==> config.mk <==
export PLATFORM = sky130hd
export DESIGN_NAME = fetch_redirect_unit_flat
export DESIGN_NICKNAME = d
export VERILOG_FILES = /design/src/rtl/fetch_redirect_unit_pkg.sv /design/src/rtl/fetch_redirect_unit_if.sv /design/src/rtl/fetch_redirect_unit_ifid.sv /design/src/rtl/fetch_redirect_unit.sv /design/src/flat_wrapper.sv
export SDC_FILE = /design/constraint.sdc
export NUM_CORES = 1
export LEC_CHECK = 0
export BUFFER_PORTS_ARGS = -buffer_cell sky130_fd_sc_hd__buf_2
export CORE_MARGIN = 2
export CORE_UTILIZATION = 42
export DETAILED_ROUTE_END_ITERATION = 16
export GPL_ROUTABILITY_DRIVEN = 0
export GPL_TIMING_DRIVEN = 0
export PLACE_DENSITY = 0.77
export SYNTH_ARGS = -nofsm -noshare
export SYNTH_HDL_FRONTEND = slang
export SYNTH_SLANG_ARGS = --single-unit
==> constraint.sdc <==
create_clock -name clk -period 4.6 [get_ports clk]
set_clock_uncertainty 0.1 [all_clocks]
set_input_delay 0 -clock clk [delete_from_list [all_inputs] [get_ports clk]]
set_output_delay 0 -clock clk [all_outputs]
set_load 0.01 [all_outputs]
==> src/rtl/fetch_redirect_unit_pkg.sv <==
// fetch_pkg: shared types and helpers for the fetch/redirect front end.
//   fetch_state_t     - RUN / HALTED control state
//   NOP_INSTR         - canonical RISC-V NOP (addi x0,x0,0)
//   is_legal_target() - word-aligned and representable in a pc_w-bit PC
package fetch_pkg;

    typedef enum logic {
        RUN    = 1'b0,
        HALTED = 1'b1
    } fetch_state_t;

    localparam logic [31:0] NOP_INSTR = 32'h0000_0013;

    // A target is legal when its low two bits are clear and no bit at or
    // above pc_w is set (otherwise it would silently alias in the PC).
    function automatic logic is_legal_target(input logic [31:0] target,
                                             input int unsigned pc_w);
        logic hi_clear;
        hi_clear = 1'b1;
        for (int i = 0; i < 32; i++) begin
            if (i >= int'(pc_w) && target[i]) hi_clear = 1'b0;
        end
        return hi_clear && (target[1:0] == 2'b00);
    endfunction

endpackage

==> src/rtl/fetch_redirect_unit_if.sv <==
// fetch_redirect_unit_if: fetch-side bus between the pipeline and the fetch
// unit.
//   master (pipeline/imem side): drives stall, PcSel, BrPC, instr_in;
//                                observes imem_addr, IF/ID and flush_idex.
//   slave  (fetch unit):         the mirror image.
interface fetch_redirect_unit_if #(
    parameter int PC_W = 9
);
    logic            stall;
    logic            PcSel;
    logic [31:0]     BrPC;
    logic [31:0]     instr_in;
    logic [PC_W-1:0] imem_addr;
    logic [PC_W-1:0] ifid_pc;
    logic [31:0]     ifid_instr;
    logic            ifid_valid;
    logic            flush_idex;

    modport master (
        output stall, PcSel, BrPC, instr_in,
        input  imem_addr, ifid_pc, ifid_instr, ifid_valid, flush_idex
    );

    modport slave (
        input  stall, PcSel, BrPC, instr_in,
        output imem_addr, ifid_pc, ifid_instr, ifid_valid, flush_idex
    );
endinterface

==> src/rtl/fetch_redirect_unit_ifid.sv <==
// ifid_reg: IF/ID pipeline register.
//   clk, reset     - clock, synchronous active-high reset
//   load           - capture pc_in/instr_in and mark valid
//   squash         - drop the held instruction (valid=0, instr=NOP)
//   pc_in,instr_in - fetched PC and instruction word
//   pc,instr,valid - register contents
// With neither load nor squash the register holds. squash wins over load.
module ifid_reg
    import fetch_pkg::*;
#(
    parameter int PC_W = 9
) (
    input  logic            clk,
    input  logic            reset,
    input  logic            load,
    input  logic            squash,
    input  logic [PC_W-1:0] pc_in,
    input  logic [31:0]     instr_in,
    output logic [PC_W-1:0] pc,
    output logic [31:0]     instr,
    output logic            valid
);

    always_ff @(posedge clk) begin
        if (reset) begin
            pc    <= '0;
            instr <= NOP_INSTR;
            valid <= 1'b0;
        end else if (squash) begin
            // pc is left alone; only the valid bit matters downstream
            instr <= NOP_INSTR;
            valid <= 1'b0;
        end else if (load) begin
            pc    <= pc_in;
            instr <= instr_in;
            valid <= 1'b1;
        end
    end

endmodule

==> src/rtl/fetch_redirect_unit.sv <==
// fetch_redirect_unit: fetch stage with branch/jump redirect handling.
//   clk, reset      - clock, synchronous active-high reset
//   bus (slave)     - stall/PcSel/BrPC/instr_in in; imem_addr, IF/ID,
//                     flush_idex out
//   halted          - unit stopped after an illegal redirect target
//   target_err      - sticky illegal-target flag
//   redirect_count  - accepted redirects, saturating at all-ones
// Priority in RUN: illegal redirect > legal redirect > stall > advance.
// HALTED ignores everything but reset.
module fetch_redirect_unit
    import fetch_pkg::*;
#(
    parameter int PC_W     = 9,
    parameter int RESET_PC = 0,
    parameter int CNT_W    = 16
) (
    input  logic                  clk,
    input  logic                  reset,
    fetch_redirect_unit_if.slave  bus,
    output logic                  halted,
    output logic                  target_err,
    output logic [CNT_W-1:0]      redirect_count
);

    fetch_state_t    state;
    logic [PC_W-1:0] pc;

    logic redirect;
    logic legal;
    logic ifid_load;
    logic ifid_squash;

    assign redirect = (state == RUN) && bus.PcSel;
    assign legal    = is_legal_target(bus.BrPC, PC_W);

    // Any redirect in RUN, legal or not, kills the wrong-path fetch.
    assign ifid_squash = redirect;
    assign ifid_load   = (state == RUN) && !bus.PcSel && !bus.stall;

    assign bus.imem_addr  = pc;
    assign bus.flush_idex = redirect;
    assign halted         = (state == HALTED);

    always_ff @(posedge clk) begin
        if (reset) begin
            state          <= RUN;
            pc             <= PC_W'(RESET_PC);
            target_err     <= 1'b0;
            redirect_count <= '0;
        end else begin
            case (state)
                RUN: begin
                    if (bus.PcSel) begin
                        if (!legal) begin
                            state      <= HALTED;
                            target_err <= 1'b1;
                        end else begin
                            pc <= bus.BrPC[PC_W-1:0];
                            if (redirect_count != '1)
                                redirect_count <= redirect_count + 1'b1;
                        end
                    end else if (!bus.stall) begin
                        pc <= pc + PC_W'(4);
                    end
                end
                HALTED: ;
                default: state <= HALTED;
            endcase
        end
    end

    ifid_reg #(.PC_W(PC_W)) u_ifid (
        .clk      (clk),
        .reset    (reset),
        .load     (ifid_load),
        .squash   (ifid_squash),
        .pc_in    (pc),
        .instr_in (bus.instr_in),
        .pc       (bus.ifid_pc),
        .instr    (bus.ifid_instr),
        .valid    (bus.ifid_valid)
    );

endmodule
==> src/flat_wrapper.sv <==
// flat-port wrapper written by rule: the top's interface ports become plain ports
module fetch_redirect_unit_flat import fetch_pkg::*;
#(
    parameter int PC_W     = 9,
    parameter int RESET_PC = 0,
    parameter int CNT_W    = 16
)
  (clk, reset, halted, target_err, redirect_count, bus_stall, bus_PcSel, bus_BrPC, bus_instr_in, bus_imem_addr, bus_ifid_pc, bus_ifid_instr, bus_ifid_valid, bus_flush_idex);
  fetch_redirect_unit_if #(.PC_W(PC_W)) bus_i ();
  input  logic clk;
  input  logic reset;
  output logic halted;
  output logic target_err;
  output logic [CNT_W-1:0] redirect_count;
  input wire logic [$bits(bus_i.stall)-1:0] bus_stall;
  input wire logic [$bits(bus_i.PcSel)-1:0] bus_PcSel;
  input wire logic [$bits(bus_i.BrPC)-1:0] bus_BrPC;
  input wire logic [$bits(bus_i.instr_in)-1:0] bus_instr_in;
  output wire logic [$bits(bus_i.imem_addr)-1:0] bus_imem_addr;
  output wire logic [$bits(bus_i.ifid_pc)-1:0] bus_ifid_pc;
  output wire logic [$bits(bus_i.ifid_instr)-1:0] bus_ifid_instr;
  output wire logic [$bits(bus_i.ifid_valid)-1:0] bus_ifid_valid;
  output wire logic [$bits(bus_i.flush_idex)-1:0] bus_flush_idex;
  assign bus_i.stall = bus_stall;
  assign bus_i.PcSel = bus_PcSel;
  assign bus_i.BrPC = bus_BrPC;
  assign bus_i.instr_in = bus_instr_in;
  assign bus_imem_addr = bus_i.imem_addr;
  assign bus_ifid_pc = bus_i.ifid_pc;
  assign bus_ifid_instr = bus_i.ifid_instr;
  assign bus_ifid_valid = bus_i.ifid_valid;
  assign bus_flush_idex = bus_i.flush_idex;
  fetch_redirect_unit #(.PC_W(PC_W), .RESET_PC(RESET_PC), .CNT_W(CNT_W)) u_core (.clk(clk), .reset(reset), .bus(bus_i), .halted(halted), .target_err(target_err), .redirect_count(redirect_count));
endmodule
==> run_results.csv <==
group,metric,value,unit
synthesis,synth_top_family_by_area,"simple AND/OR/NAND/NOR gates",
sta,fin_setup_tns,0,ps
setup_path,criticalPathCategory,"register to register",
global_route,grt_pass1_vias,2860,
synthesis,ys_types,37,
drt,wl_per_cell,13.4,microns
clock_tree,path_clk_slew,70,ps
clock_tree,htreeDepth,3,
synthesis,synth_compound_gate_area_share,12.6,%
floorplan,rows,29,
global_route,grt_max_degree,11,
setup_path,cp.arrival,2250,ps
layout,drive_gt1_share,29.8,%
synthesis,synthesis.area,2830,sq um
drt,wl,8.27,mm
power_and_ir_drop,peakVddDrop,0.246,mV
sta,hold_violations,0,
layout,syn2layout_area_growth,49.4,%
sta,slew_headroom,46.6,%
synthesis,synth_area_leaders,"dfxtp_1, nand2_1, a21oi_1",
synthesis,ys_ff_latch,69,
layout,fin_util,65.8,%
place,numPortBuffers,136,
sta,worst_slew_pin_slew,795,ps
layout,diodes,0,
run,drv_cap,0,
sta,fmax,469,MHz
setup_path,cp-start-kind,"register",
synthesis,synth-xor-area-share,3.41,%
clock_tree,clk_path_buf_depth,2,
global_route,grt_use_total,22.4,%
drt,ant_nets,0,
synthesis,synth_edf_count,0,
synthesis,synthesis.nets,418,
drt,drt_iter0_drc,115,
clock_tree,cts.repair.resized,0,
layout,num-fill-cells,536,
hold_path,min_path_type,"input pin to register",
synthesis,synthFlopType,"dfxtp_1",
synthesis,avgSynthCellArea,8.13,sq um
global_route,grt_overflow,0,
drt,drtPass1Iterations,4,
power_and_ir_drop,pwr_density_cell,300,nW/um^2
layout,fin_nets,607,
drt,vias_per_cell,5.02,
setup_path,end_kind,"register",
place,hpwl,5.67,mm
clock_tree,clock-sinks,69,
run_status,status,"completed",
clock_tree,cts_buffers,9,
synthesis,synth_top_area_cell,"dfxtp_1",
sta,finalSetupViolations,0,
sta,fin_crit,2130,ps
clock_tree,cts_root_buf,"clkbuf_8",
synthesis,async_flop_share,0,%
clock_tree,clock_latency,340,ps
sta,maxSlewViolCount,0,
synthesis,yosysSeqAreaShare,48.8,%
sta,rsz0062_at_grt,"no",
floorplan,core,6420,sq um
synthesis,muxShareOfSynthArea,2.88,%
floorplan,die_x,86.1,microns
power_and_ir_drop,power_leakage,1.84,nW
floorplan,initial_utilization,44.0,%
synthesis,synth_largest_type_area_fraction,48.8,%
floorplan,die_h,86.1,microns
synthesis,postSynthCellCount,348,
floorplan,io_pins,138,
synthesis,synth_warnings,0,
clock_tree,cts_tree,"yes",
floorplan,die-area,7400,sq um
global_route,grt_pass1_wl,13.1,mm
setup_path,crit_required,4720,ps
drt,drc,0,
global_route,antenna_found_initial,0,
setup_path,crit_fanout,8,
sta,hold_ws,84.0,ps
synthesis,yosys.area_share.simple,28.7,%
synthesis,synth_fa_ha_area_share,0.885,%
sta,min_period_over_period,46.3,%
drt,dr_total_vias,3099,
cells in the final DEF, fill, tap and decap left out, drive strengths merged, types with 5 or more instances in the layout:
cell type    instances
o21ai                8
xor2                 8
nor2                28
nand2               96
nor4                 5
nand4                6
nand3               18
buf                138
dlygate4sd3         42
a21oi               46
nor3                 7
dfxtp               69
clkbuf              29
mux2i                7
metrics by stage:
stage | area (sq um) | setup WS, ps | cells | total power, mW
after floorplan | 2830 | 2680 | 348 | 0.691
after global placement | 3600 | 2510 | 561 | 0.748
after detailed placement | 3600 | 2480 | 561 | 0.751
after CTS | 4220 | 2470 | 617 | 1.28
after global routing | 4220 | 2340 | 617 | 1.32
final | 4220 | 2470 | 617 | 1.27
routing by layer:
| metal | GRT usage, % | vias to the layer above | wire, microns |
|---|---|---|---|
| li1 | - | 1553 | - |
| met1 | 25.9 | 1428 | 3390 |
| met2 | 40.0 | 105 | 4200 |
| met3 | 4.72 | 13 | 511 |
| met4 | 8.95 | 0 | 163 |
| met5 | 0 | - | 0 |
critical path, stage by stage, from the launching register on:
cell	delay (ps)
dfxtp_1	340
ha_1	230
nand2_1	120
nor3_1	100
a2111oi_4	640
and4_1	300
xnor2_1	110
nor2_1	50
cells in the mapped netlist, drive strengths merged (2+ instances only):
master	n
nand2	96
dfxtp	69
a21oi	46
nor2	28
nand3	18
clkbuf	16
o21ai	8
xor2	8
mux2i	7
nor3	7
nand4	6
nor4	5
o31ai	4
or2	4
or3	4
xnor2	3
and2	2
buf	2
ha	2
inv	2
nand2b	2
nor3b	2
flip-flops by register name, indices dropped and copies added (netlist names):
name                   cells
u_core.u_ifid.instr       32
u_core.redirect_count     16
u_core.bus.imem_addr       9
u_core.u_ifid.pc           9
u_core.halted              1
u_core.target_err          1
u_core.u_ifid.valid        1
final cells by class:
cell class / instances / area [sq um] / area share [%]
plain buffers: 18 / 68.8 / 1.63
clock buffers: 13 / 169 / 4.00
clock inverters: 1 / 30.0 / 0.711
inverters: 2 / 7.51 / 0.178
multi-input cells: 259 / 1370 / 32.4
flip-flops and latches: 69 / 1380 / 32.7
well taps: 77 / 96.3 / 2.28
repair buffers: 178 / 1100 / 26.1
cells by family (layout without fill, tap and decap cells):
group	Yosys count	count (layout)
AO/OA/AOI/OAI	61	61
XOR/XNOR	11	11
adder cells (fa/ha/maj)	2	2
buffers and inverters	20	212
flip-flops	69	69
multiplexers	8	8
AND/OR/NAND/NOR	177	177
worst paths after layout:
check                      startpoint                        end  slack [ps]  cells after the start
max          u_core.redirect_count[0]  u_core.redirect_count[12]        2470                      7
min                         bus_PcSel    u_core.bus.imem_addr[8]          80                      4
max reg2reg  u_core.redirect_count[0]  u_core.redirect_count[12]        2470                      7
min reg2reg       u_core.u_ifid.pc[3]        u_core.u_ifid.pc[3]         350                      2
power breakdown:
part	switching, mW	internal, mW	total [mW]
combinational	0.0720	0.0713	0.143
sequential	0.0112	0.611	0.622
clock	0.211	0.289	0.500
total	0.294	0.972	1.27
repair_timing:
action,4_1_cts,5_1_grt
hold buffers,42,0
endpoints found under the hold margin,40,0
buffers inserted,0,0
No activity file was read; power rests on OpenSTA's default activity.
